**config.mk**
```make
export PLATFORM = sky130hd
export DESIGN_NAME = seq_divider_32by16
export DESIGN_NICKNAME = d
export VERILOG_FILES = /design/src/rtl/vedic_pkg.sv /design/src/rtl/seq_divider_32by16_div_step.sv /design/src/rtl/seq_divider_32by16.sv
export SDC_FILE = /design/constraint.sdc
export NUM_CORES = 1
export LEC_CHECK = 0
export ABC_AREA = 1
export CAP_MARGIN = 0
export CORE_ASPECT_RATIO = 1.25
export CORE_MARGIN = 2
export CORE_UTILIZATION = 36
export DETAILED_ROUTE_END_ITERATION = 10
export DONT_BUFFER_PORTS = 1
export SYNTH_ARGS = -nofsm -noshare
export SYNTH_HDL_FRONTEND = slang
export SYNTH_SLANG_ARGS = --single-unit
```
**constraint.sdc**
```tcl
create_clock -name clk -period 4.79 [get_ports clk]
set_clock_uncertainty 0.2 [all_clocks]
set_input_delay 0.958 -clock clk [delete_from_list [all_inputs] [get_ports clk]]
set_output_delay 0.958 -clock clk [all_outputs]
set_load 0.05 [all_outputs]
```
**src/rtl/vedic_pkg.sv**
```systemverilog
// Shared definitions for the Vedic multiplier / sequential divider datapaths:
// default widths, divider FSM state encoding and a counter-width helper.
package vedic_pkg;

  localparam int DIVIDEND_W_DEF = 32;
  localparam int DIVISOR_W_DEF  = 16;

  typedef enum logic [1:0] {
    IDLE = 2'd0,
    CALC = 2'd1,
    DONE = 2'd2
  } div_state_t;

  function automatic int clog2(input int n);
    int r;
    r = 0;
    while ((1 << r) < n) r++;
    return r;
  endfunction

endpackage

```
**src/rtl/seq_divider_32by16_div_step.sv**
```systemverilog
// Single restoring-division iteration: shift one dividend bit into the partial
// remainder, subtract the divisor when it fits, and emit the quotient bit.
module div_step
  import vedic_pkg::*;
#(
  parameter int DIVISOR_W = DIVISOR_W_DEF
) (
  input  logic [DIVISOR_W-1:0] i_rem,
  input  logic                 i_bit,
  input  logic [DIVISOR_W-1:0] i_divisor,
  output logic [DIVISOR_W-1:0] o_rem,
  output logic                 o_q
);

  logic [DIVISOR_W:0] w_partial;
  logic [DIVISOR_W:0] w_diff;

  // One extra bit of headroom, so the compare and subtract can never overflow
  assign w_partial = {i_rem, i_bit};
  assign w_diff    = w_partial - {1'b0, i_divisor};
  assign o_q       = (w_partial >= {1'b0, i_divisor});
  assign o_rem     = o_q ? w_diff[DIVISOR_W-1:0] : w_partial[DIVISOR_W-1:0];

endmodule

```
**src/rtl/seq_divider_32by16.sv**
```systemverilog
// Iterative restoring divider with valid/ready handshakes, one quotient bit per
// clock. Optional `SEQ_DIV_ERR_EN short-circuits a zero divisor and flags div_err.
//
// state | meaning
// IDLE  | in_ready=1, waiting for operands
// CALC  | one quotient bit retired per cycle, DIVIDEND_W cycles
// DONE  | out_valid=1, result held until out_ready
module seq_divider_32by16
  import vedic_pkg::*;
#(
  parameter int DIVIDEND_W = DIVIDEND_W_DEF,
  parameter int DIVISOR_W  = DIVISOR_W_DEF
) (
  input  logic                  clk,
  input  logic                  rst_n,
  input  logic                  in_valid,
  output logic                  in_ready,
  input  logic [DIVIDEND_W-1:0] dividend,
  input  logic [DIVISOR_W-1:0]  divisor,
  output logic                  out_valid,
  input  logic                  out_ready,
  output logic [DIVIDEND_W-1:0] quotient,
  output logic [DIVISOR_W-1:0]  remainder,
  output logic                  div_err
);

  localparam int CW = clog2(DIVIDEND_W);

  div_state_t             r_state;
  div_state_t             w_state_nxt;
  logic [DIVIDEND_W-1:0]  r_dvd;
  logic [DIVISOR_W-1:0]   r_dvs;
  logic [DIVISOR_W-1:0]   r_rem;
  logic [CW-1:0]          r_cnt;
  logic [DIVISOR_W-1:0]   w_rem_nxt;
  logic                   w_q_bit;
  logic                   w_last;

  assign w_last = (r_cnt == CW'(DIVIDEND_W - 1));

  div_step #(.DIVISOR_W(DIVISOR_W)) u_step (
    .i_rem     (r_rem),
    .i_bit     (r_dvd[DIVIDEND_W-1]),
    .i_divisor (r_dvs),
    .o_rem     (w_rem_nxt),
    .o_q       (w_q_bit)
  );

  always_ff @(posedge clk or negedge rst_n) begin
    if (!rst_n) r_state <= IDLE;
    else        r_state <= w_state_nxt;
  end

  always_comb begin
    w_state_nxt = r_state;
    case (r_state)
      IDLE: begin
        if (in_valid) begin
`ifdef SEQ_DIV_ERR_EN
          if (divisor == '0) w_state_nxt = DONE;
          else               w_state_nxt = CALC;
`else
          w_state_nxt = CALC;
`endif
        end
      end
      CALC:    if (w_last) w_state_nxt = DONE;
      DONE:    if (out_ready) w_state_nxt = IDLE;
      default: w_state_nxt = IDLE;
    endcase
  end

  // Quotient bits shift into the dividend register as its MSBs are consumed
  always_ff @(posedge clk or negedge rst_n) begin
    if (!rst_n) begin
      r_dvd <= '0;
      r_dvs <= '0;
      r_rem <= '0;
      r_cnt <= '0;
    end else begin
      case (r_state)
        IDLE: begin
          if (in_valid) begin
            r_dvd <= dividend;
            r_dvs <= divisor;
            r_rem <= '0;
            r_cnt <= '0;
`ifdef SEQ_DIV_ERR_EN
            if (divisor == '0) begin
              r_dvd <= '1;
              r_rem <= dividend[DIVISOR_W-1:0];
            end
`endif
          end
        end
        CALC: begin
          r_dvd <= {r_dvd[DIVIDEND_W-2:0], w_q_bit};
          r_rem <= w_rem_nxt;
          r_cnt <= r_cnt + 1'b1;
        end
        default: ;
      endcase
    end
  end

`ifdef SEQ_DIV_ERR_EN
  logic r_err;

  always_ff @(posedge clk or negedge rst_n) begin
    if (!rst_n)                       r_err <= 1'b0;
    else if (r_state == IDLE && in_valid) r_err <= (divisor == '0);
  end

  assign div_err = r_err;
`else
  assign div_err = 1'b0;
`endif

  assign in_ready  = (r_state == IDLE);
  assign out_valid = (r_state == DONE);
  assign quotient  = r_dvd;
  assign remainder = r_rem;

endmodule

```
* Word level (Yosys, flattened, before mapping)
Index checks and enable logic that the tools add are counted.
** Word-level totals
- Register bits :: 71
- Bits of input ports :: 52
- Logic and storage cells :: 30
** Operators by class
- Reduce and logical (&&, ||, !) cells :: 5
- Eq/ne operators :: 6
- Multiplexer cells :: 11
- $add $sub $neg :: 2
- $lt $le $gt $ge :: 1
** Operators with widths (number)
- one-hot mux 32 bit (2 select lines) :: 1
- two-way mux 16 bit :: 2
- two-way mux 32 bit :: 1
- one-hot mux 16 bit (2 select lines) :: 1
- greater-or-equal comparator 17 x 16 -> 1 bit :: 1
- subtractor 16 bit :: 1
- one-hot mux 5 bit (2 select lines) :: 1
- two-way mux 2 bit :: 3
- one-hot mux 2 bit (3 select lines) :: 1
- adder 5 x 1 -> 5 bit (second input constant) :: 1
- == test 5 bit (second input constant) :: 1
- two-way mux 5 bit :: 1
- != test 2 bit (second input constant) :: 2
- AND reduction 2 bit :: 2
- AND reduction 3 bit :: 1
- == test 2 x 1 -> 1 bit (second input constant) :: 1
- == test 2 bit (second input constant) :: 1
- logical NOT 2 bit :: 1
- != test 2 x 1 -> 1 bit (second input constant) :: 1
- nonzero test 2 bit :: 1

* Logic depth before layout (Yosys ltp)
Gate-level depths: netlist of the first run.
- Word-level depth :: 3
- Gate-level depth with buffers :: 14

* By module
From an unflattened synthesis of the first run, not the netlist that was laid out.
** Second synthesis, totals
- Cell total of the unflattened synthesis :: 688
- Area total of the unflattened synthesis :: 4581.9 sq um
** By module, submodules not included
- seq_divider_32by16 :: sequential area each 1776.7 sq um, area an instance 3226.8 sq um, instances 1, cells an instance 419
- div_step :: sequential area each 0.0 sq um, area an instance 1355.0 sq um, instances 1, cells an instance 269

* Least setup slack after synthesis of the first run
Ideal clock, no wire load.
- Path kind :: register to register
- Start point :: reg r_state[0]
- End point :: reg r_dvd[23] (netlist: quotient[23])
- Setup time :: 0.104 ns
- Cell stages (with the launch flop) :: 7
- Data required time :: 4.486 ns
- Period minus slack after synthesis :: 2.262 ns
- Arrival :: 1.958 ns
- Slack :: 2.528 ns
- Cell sequence :: dfrtp_1 > nor2_1 > nand2_1 > nand2_2 > inv_2 > buf_2 > a221oi_1
** Between the ends
- Cells in the longest elaborated chain, start to end :: 3
- Elaborated cells between the ends (all ways) :: 6
- Classes of those cells :: eq/ne (2); mux (1); reduce/logical (3)
** Ends and longest elaborated chain
- start, declared :: line seq_divider_32by16.sv:29 : div_state_t r_state;
- start signal, assigned :: line seq_divider_32by16.sv:51 : else r_state <= w_state_nxt;
- logical NOT 2 bit (*)
- via in_ready :: line seq_divider_32by16.sv:17 : output logic in_ready,
- != test 2 bit (no line) / nonzero test 2 bit (equally long branches)
- AND reduction 2 bit (no line)
- end signal, assigned :: line seq_divider_32by16.sv:84 : r_dvd <= dividend;
- end signal, assigned :: line seq_divider_32by16.sv:97 : r_dvd <= {r_dvd[DIVIDEND_W-2:0], w_q_bit};
- end, declared :: line seq_divider_32by16.sv:31 : logic [DIVIDEND_W-1:0] r_dvd;
The timed path passes the listed nets; every way through them passes the cells marked *.
A chain may end at the register's enable or synchronous reset.

* Worst setup path after layout of the first run
- Start point :: reg r_state[1]
- End point :: reg r_dvd[22] (netlist: quotient[22])
Same word-level chain as after synthesis.

==> qor.csv, run 1 <==
stage;metric;value;unit
outcome;outcome;finished, final reports clean;
route;Top Layer Used;met4;
placed_design;pre-CTS setup slack;1.90;ns
layout;Layout Nets;630;
synthesis;synthesized cell area;4360;um^2
cts;H-tree depth;3;
critical_path;FF-to-FF End;quotient[22];
synthesis;Cell variety after synth;36;
layout;most frequent cells in the layout;133 x nand2_1, 102 x inv_1, 71 x dfrtp_1, 39 x nand3_1, 30 x nor2_1;
floorplan;Die W;102;um
synthesis;#FFs+latches synth;71;
synthesis;number of synthesized flops with an enable pin;0;
timing;final period utilization;59.7;%
floorplan;I/O pin count;103;
global_routing;GRT Util Overall;18.1;%
layout;fraction of layout cells with a size suffix above 1;8.87;%
min_path;Hold Crit Class;in2async;
global_routing;grt total ovfl;0;
cts;CTS Hold Bufs;0;
timing;Slew headroom;28.2;%
critical_path;R2R cell count;5;
cts;Max Buffers Root-to-Sink;2;
critical_path;Critical R2R Launch;r_state[1];
critical_path;setup slack, reg-to-reg;1.93;ns
route;routed len/inst;15.2;um
critical_path;Worst Path Required;4.81;ns
route;wl on met1;4620;um
timing;fmax;350;MHz
route;WL met3;650;um
synthesis;Syn. warnings;0;
route;DR WL met2;5520;um
timing;RSZ-0062 raised after global routing;false;
global_routing;initial antenna violation count;0;
timing;Worst Max-Slew Pin Slew;1.07;ns
cts;CTS clk-pin slew, worst paths;0.06;ns
route;DR vias;3583;
layout;commonest non-fill, non-tap cell in the layout;nand2_1;
placed_design;dpl hpwl;8060;um
route;final WL;11000;um
timing;Min Hold Slack;0.115;ns
layout;diode count;0;
synthesis;syn nets;642;
timing;final hold violation count;0;
global_routing;vias in the first global route;3768;
critical_path;worst endpoint data arrival time;2.88;ns
floorplan;die area;13000;um^2
timing;Final Max Tran Viols;0;
route;Antenna Nets Post-Route;0;
synthesis;Synth top area share;40.7;%
placed_design;IO buf count;0;
critical_path;Crit. End Element;register;
cts;CTS tree;done;
layout;Fillers;1189;
global_routing;first-pass GRT wire length;18500;um
timing;crit path time final;2.86;ns
synthesis;syn avg cell area;7.64;um^2
cts;setup bufs post-CTS;0;
synthesis;top cells by area, synth;dfrtp_1 41%, nand2_1 12%, inv_1 8.8%;
timing;number of setup violations in the final report;0;
floorplan;row cnt;44;
timing;setup TNS;0;ns
route;Vias/cell;4.94;
cts;CTS sink cnt;71;
cts;worst skew pair latency;0.34;ns
timing;post-route worst setup slack;1.93;ns
synthesis;Synth async-reset ratio;100;%
route;Iter 0 DRT Violations;193;
cts;Clock Tree Root;clkbuf_16;
cts;CTS resizes;0;
synthesis;post-synthesis sequential area ratio;40.7;%
route;DRC;0;
placed_design;Final Wtd Congestion;0.938;
route;DR pass1 iterations;4;
layout;area grow syn2layout;9.78;%
synthesis;Synth area leader;dfrtp_1;
synthesis;Synth Instances;571;
critical_path;Worst setup SP type;register;
floorplan;Initial Util;37.2;%
synthesis;Main synth FF type;dfrtp_1;
global_routing;largest net degree at the start of global routing;85;
critical_path;critical path class;reg2reg;
cts;TritonCTS Buffers;9;
run;maxcap violations;0;
critical_path;crit-path max FO;37;
floorplan;Die Height;127;um
floorplan;area of the core;11700;um^2
synthesized netlist by cell type (all sizes together), types with 7 or more instances:
master / instances
o211ai: 7
nor3: 29
nand3: 45
o21ai: 17
inv: 106
dfrtp: 71
nor2: 38
buf: 18
clkbuf: 7
a21oi: 24
nand2: 143
ha: 18
a221oi: 25
per-layer routing:
layer / vias up / GRT usage (%)
li1: 1817 / -
met1: 1669 / 20.9
met2: 85 / 30.8
met4: 0 / 7.06
met3: 12 / 6.02
met5: - / 0
flip-flops by register name, summed over array words and instances, names as in the netlist:
signal     cells
quotient      32
r_cnt          5
r_dvs         16
r_state        2
remainder     16
kinds of logic (layout without fill, tap and decap cells):
| family | after synthesis | in the layout | share of synthesized area, % |
|---|---|---|---|
| buf+inv | 131 | 124 | 12.1 |
| other cells | 1 | 1 | 0.0860 |
| fa+ha+maj | 19 | 19 | 5.62 |
| compound gates | 77 | 77 | 11.8 |
| mux | 1 | 1 | 0.258 |
| simple gates | 265 | 265 | 28.2 |
| flops | 71 | 71 | 40.7 |
| xor+xnor | 6 | 6 | 1.21 |
worst max-delay path by stage:
stage,start,to,slack (ns),depth (start not counted)
after floorplan,r_state[0],quotient[23],2.53,6
after global placement,r_state[1],quotient[15],1.94,5
after detailed placement,r_state[1],quotient[16],1.90,5
after CTS,r_state[1],quotient[16],1.90,5
after global routing,r_state[1],quotient[22],1.63,5
final,r_state[1],quotient[22],1.93,5
through the flow:
step	area, um^2	instances	utilization (%)
finish	4790	725	40.8
global placement	4460	709	38.0
CTS	4790	725	40.8
global route	4790	725	40.8
detailed placement	4460	709	38.0
floorplan	4360	571	-
layout make-up:
class / count / area, um^2 / share of cell area (%)
multi-input cells: 369 / 2060 / 43.1
flip-flops and latches: 71 / 1780 / 37.1
inverters: 106 / 398 / 8.31
clock buffers: 10 / 239 / 4.99
well taps: 161 / 201 / 4.21
clock inverters: 6 / 92.6 / 1.93
repair buffers: 2 / 15.0 / 0.314
critical path: stages, from the launching register on:
cell and delay [ns]:
dfrtp_1 0.42, nor2_1 0.84, nand2_2 0.11, nand2_2 0.41, inv_2 0.39, a221oi_1 0.36
Power of run 1 is left out: the tool's default activity adds up to more than one toggle a clock period on the data nets, which glitch-free logic cannot reach.
==> run 2, diff against run 1 <==
Clock period 4.79 ns to 2.4 ns, I/O delays scaled along.
==> qor.csv, run 2 (synthesized netlist as in run 1, its figures left out) <==
stage;metric;value;unit;change
critical_path;Worst setup SP type;register;;
min_path;Hold Crit Class;in2reg;;
placed_design;dpl hpwl;8150;um;+1.2%
critical_path;WP buf/inv;2;;+1
route;DR vias;3744;;+4.5%
timing;fmax;442;MHz;+26%
floorplan;Initial Util;37.2;%;unchanged
critical_path;Cell Chain, Critical Path;inv_1, ha_1, fa_1, inv_1, nand3_1, nand3_2, nand3_1, nand3_1, nand2_1, nand2_1, nand2_1, nand3_1, nand2_1;;
critical_path;Critical Path Slowest Stage Cell;fa_1;;
route;Iter 0 DRT Violations;206;;+6.7%
layout;commonest non-fill, non-tap cell in the layout;nand2_1;;
timing;number of setup violations in the final report;0;;unchanged
floorplan;area of the core;11700;um^2;unchanged
critical_path;critical path startpoint;quotient[31];;
critical_path;Critical R2R Launch;quotient[31];;
floorplan;Die Height;127;um;unchanged
cts;Clock Tree Root;clkbuf_16;;
timing;setup TNS;0;ns;unchanged
critical_path;crit-path max FO;3;;-92%
global_routing;initial antenna violation count;0;;unchanged
cts;TritonCTS Buffers;9;;unchanged
global_routing;grt total ovfl;0;;unchanged
global_routing;GRT Util Overall;18.3;%;+0.14 points
timing;crit path time final;2.26;ns;-0.597 ns
timing;Min Hold Slack;0.0376;ns;-0.0777 ns
route;routed len/inst;14.9;um;-2.4%
placed_design;Final Wtd Congestion;0.906;;-3.4%
layout;fraction of layout cells with a size suffix above 1;12.4;%;+3.5 points
timing;final period utilization;94.2;%;+35 points
cts;CTS tree;done;;
timing;RSZ-0062 raised after global routing;false;;
layout;max reg flops;32;;unchanged
global_routing;largest net degree at the start of global routing;73;;-14%
cts;setup bufs post-CTS;0;;unchanged
global_routing;first-pass GRT wire length;18600;um;+0.44%
critical_path;CP delay by family, top;simple AND/OR/NAND/NOR gates;;
route;Vias/cell;5.00;;+1.1%
layout;most frequent cells in the layout;133 x nand2_1, 102 x inv_1, 71 x dfrtp_1, 38 x nand3_1, 30 x nor2_1;;
placed_design;pre-CTS setup slack;0.0998;ns;-1.80 ns
timing;post-route worst setup slack;0.139;ns;-1.79 ns
timing;Final Max Tran Viols;0;;unchanged
route;final WL;11100;um;+0.81%
layout;diode count;0;;unchanged
critical_path;Worst Path Required;2.42;ns;-2.39 ns
floorplan;die area;13000;um^2;unchanged
floorplan;I/O pin count;103;;unchanged
min_path;Hold Startpoint;out_ready;;
critical_path;worst endpoint data arrival time;2.28;ns;-0.60 ns
run;maxcap violations;0;;unchanged
placed_design;IO buf count;0;;unchanged
critical_path;Crit. End Element;register;;
cts;Max Buffers Root-to-Sink;2;;unchanged
route;Antenna Nets Post-Route;0;;unchanged
timing;final hold violation count;0;;unchanged
cts;CTS sink cnt;71;;unchanged
layout;Layout Nets;655;;+4.0%
route;DRC;0;;unchanged
floorplan;Die W;102;um;unchanged
cts;H-tree depth;3;;unchanged
timing;Worst Max-Slew Pin Slew;0.671;ns;-0.401 ns
cts;CTS clk-pin slew, worst paths;0.06;ns;about the same
layout;area grow syn2layout;14.3;%;
floorplan;row cnt;44;;unchanged
cts;worst skew pair latency;0.33;ns;about the same
critical_path;max incr delay on CP;0.41;ns;-0.43 ns
critical_path;critical path class;reg2reg;;
timing;Slew headroom;55.2;%;+27 points
global_routing;vias in the first global route;3817;;+1.3%
route;DR pass1 iterations;4;;unchanged
outcome;outcome;finished, final reports clean;;
[run 2: final timing paths]
path,slack [ns],end,cells after the start
max,0.14,remainder[12],13
min,0.04,r_state[1],1
max reg2reg,0.14,remainder[12],13
min reg2reg,0.30,r_cnt[0],1
max in group asynchronous,1.19,quotient[2],2
min in group asynchronous,0.51,remainder[13],2
[run 2: repair_timing]
item                                    in CTS  in global routing
endpoints found under the hold margin       71                  0
hold buffers                                 2                  0
endpoints found under the setup margin       0                  2
gates resized for setup                      0                  1
[run 2: final cells by class]
type,count,area [um^2]
Fill cell,1178,6740
Timing Repair Buffer,27,238
Sequential cell,71,1780
Tap cell,161,201
Inverter,106,398
Multi-Input combinational cell,369,2070
Clock buffer,12,256
Clock inverter,3,42.5
[run 2: stage by stage]
stage / instances / area (um^2) / util [%]
after floorplan: 571 / 4360 / -
after global placement: 732 / 4640 / 39.6
after detailed placement: 732 / 4640 / 39.6
after CTS: 749 / 4980 / 42.4
after global routing: 749 / 4980 / 42.5
final: 749 / 4980 / 42.5
[run 2: metal layers]
| metal | GRT usage [%] | wire length [um] |
|---|---|---|
| met5 | 0 | 0 |
| met4 | 7.53 | 269 |
| met3 | 5.63 | 725 |
| met1 | 21.2 | 4460 |
| met2 | 31.0 | 5670 |
[run 2: worst register-to-register path, stage by stage (launching register included)]
cell     delay, ns
dfrtp_1       0.36
inv_1         0.08
ha_1          0.21
fa_1          0.41
inv_1         0.12
nand3_1       0.11
nand3_2       0.12
nand3_1       0.11
nand3_1       0.08
nand2_1       0.06
nand2_1       0.07
nand2_1       0.06
nand3_1       0.09
nand2_1       0.06
Power of run 2 is left out for the same reason.
==> run 3, diff against run 2 <==
Settings changed: HOLD_SLACK_MARGIN set to 0.05.
==> qor.csv, run 3 (synthesized netlist as in run 1, its figures left out) <==
stage;metric;value;unit;change
floorplan;Die W;102;um;unchanged
cts;Clock Tree Root;clkbuf_16;;
timing;Worst Max-Slew Pin Slew;0.675;ns;+0.00361 ns
floorplan;die area;13000;um^2;unchanged
placed_design;IO buf count;0;;unchanged
global_routing;first-pass GRT wire length;18600;um;about the same
run;maxcap violations;0;;unchanged
global_routing;vias in the first global route;3820;;+0.079%
floorplan;area of the core;11700;um^2;unchanged
timing;Final Max Tran Viols;0;;unchanged
floorplan;I/O pin count;103;;unchanged
timing;Slew headroom;54.9;%;-0.24 points
timing;final period utilization;94.2;%;about the same
outcome;outcome;finished, final reports clean;;
placed_design;placed insts;732;;unchanged
critical_path;Worst Path Required;2.42;ns;about the same
timing;post-route worst setup slack;0.138;ns;-0.000305 ns
timing;RSZ-0062 raised after global routing;false;;
critical_path;Crit. End Element;register;;
route;Vias/cell;5.00;;about the same
critical_path;Worst setup SP type;register;;
layout;fraction of layout cells with a size suffix above 1;12.4;%;-0.021 points
timing;setup TNS;0;ns;unchanged
timing;fmax;442;MHz;about the same
placed_design;dpl hpwl;8150;um;unchanged
route;routed len/inst;14.9;um;about the same
global_routing;largest net degree at the start of global routing;73;;unchanged
floorplan;Initial Util;37.2;%;unchanged
floorplan;row cnt;44;;unchanged
layout;Layout Nets;656;;+0.15%
critical_path;Cell Chain, Critical Path;inv_1, ha_1, fa_1, inv_1, nand3_1, nand3_2, nand3_1, nand3_1, nand2_1, nand2_1, nand2_1, nand3_1, nand2_1;;
route;DR vias;3749;;+0.13%
cts;TritonCTS Buffers;9;;unchanged
global_routing;grt total ovfl;0;;unchanged
cts;worst skew pair latency;0.33;ns;about the same
layout;most frequent cells in the layout;133 x nand2_1, 102 x inv_1, 71 x dfrtp_1, 38 x nand3_1, 30 x nor2_1;;
cts;setup bufs post-CTS;0;;unchanged
cts;CTS clk-pin slew, worst paths;0.05;ns;about the same
timing;crit path time final;2.26;ns;+0.000305 ns
layout;final std cells w/o fill;750;;+0.13%
global_routing;initial antenna violation count;0;;unchanged
timing;final hold violation count;0;;unchanged
layout;diode count;0;;unchanged
critical_path;max incr delay on CP;0.41;ns;about the same
critical_path;worst endpoint data arrival time;2.28;ns;about the same
cts;Max Buffers Root-to-Sink;2;;unchanged
route;final WL;11100;um;+0.18%
layout;area grow syn2layout;14.5;%;
min_path;Hold Crit Class;in2reg;;
route;Antenna Nets Post-Route;0;;unchanged
cts;CTS sink cnt;71;;unchanged
cts;H-tree depth;3;;unchanged
layout;Core Util, Final;42.6;%;+0.085 points
layout;max reg flops;32;;unchanged
critical_path;crit-path max FO;3;;unchanged
floorplan;Die Height;127;um;unchanged
cts;CTS tree;done;;
layout;commonest non-fill, non-tap cell in the layout;nand2_1;;
placed_design;pre-CTS setup slack;0.0998;ns;unchanged
timing;number of setup violations in the final report;0;;unchanged
route;DRC;0;;unchanged
critical_path;CP delay by family, top;simple AND/OR/NAND/NOR gates;;
critical_path;critical path class;reg2reg;;
global_routing;GRT Util Overall;18.3;%;unchanged
route;DR pass1 iterations;4;;unchanged
route;Iter 0 DRT Violations;215;;+4.4%
critical_path;WP buf/inv;2;;unchanged
placed_design;Final Wtd Congestion;0.906;;unchanged
critical_path;Critical Path Slowest Stage Cell;fa_1;;
## run 3: cell count changes in the layout (fill, tap and decap cells not counted)
| cell | delta |
|---|---|
| dlygate4sd3_1 | +1 |
## run 3: final timing paths
path                               from            end  slack [ns]  depth (start not counted)
setup / recovery           quotient[31]  remainder[12]        0.14                         13
hold / removal               divisor[0]       r_dvs[0]        0.10                          1
setup reg to reg           quotient[31]  remainder[12]        0.14                         13
min in group asynchronous         rst_n  remainder[13]        0.50                          2
hold reg to reg                r_cnt[0]       r_cnt[0]        0.30                          1
max in group asynchronous         rst_n    quotient[2]        1.19                          2
## run 3: timing repair
action	in CTS	in global routing
endpoints found under the setup margin	0	2
hold endpoints to repair	72	0
hold buffers	3	0
gates resized for setup	0	1
## run 3: final cells by class
type                            instances  area, um^2
Multi-Input combinational cell        369        2070
Sequential cell                        71        1780
Tap cell                              161         201
Clock buffer                           12         256
Timing Repair Buffer                   28         248
Inverter                              106         398
Fill cell                            1178        6730
Clock inverter                          3        42.5
## run 3: metal layers
| layer | vias up | track usage, % | wire length, um |
|---|---|---|---|
| met3 | 21 | 5.53 | 685 |
| met4 | 0 | 7.53 | 282 |
| li1 | 1867 | - | - |
| met1 | 1761 | 21.2 | 4510 |
| met2 | 100 | 31.0 | 5670 |
| met5 | - | 0 | 0 |
## run 3: metrics by stage
| stage | hold WS (ns) | cell area, um^2 |
|---|---|---|
| 5_1_grt | 0.0850 | 4990 |
| 6_report | 0.101 | 4990 |
| 3_5_place_dp | -0.0141 | 4640 |
| 3_3_place_gp | -0.0138 | 4640 |
| 4_1_cts | 0.0874 | 4990 |
| 2_1_floorplan | -0.0156 | 4360 |
Power of run 3 is left out for the same reason.
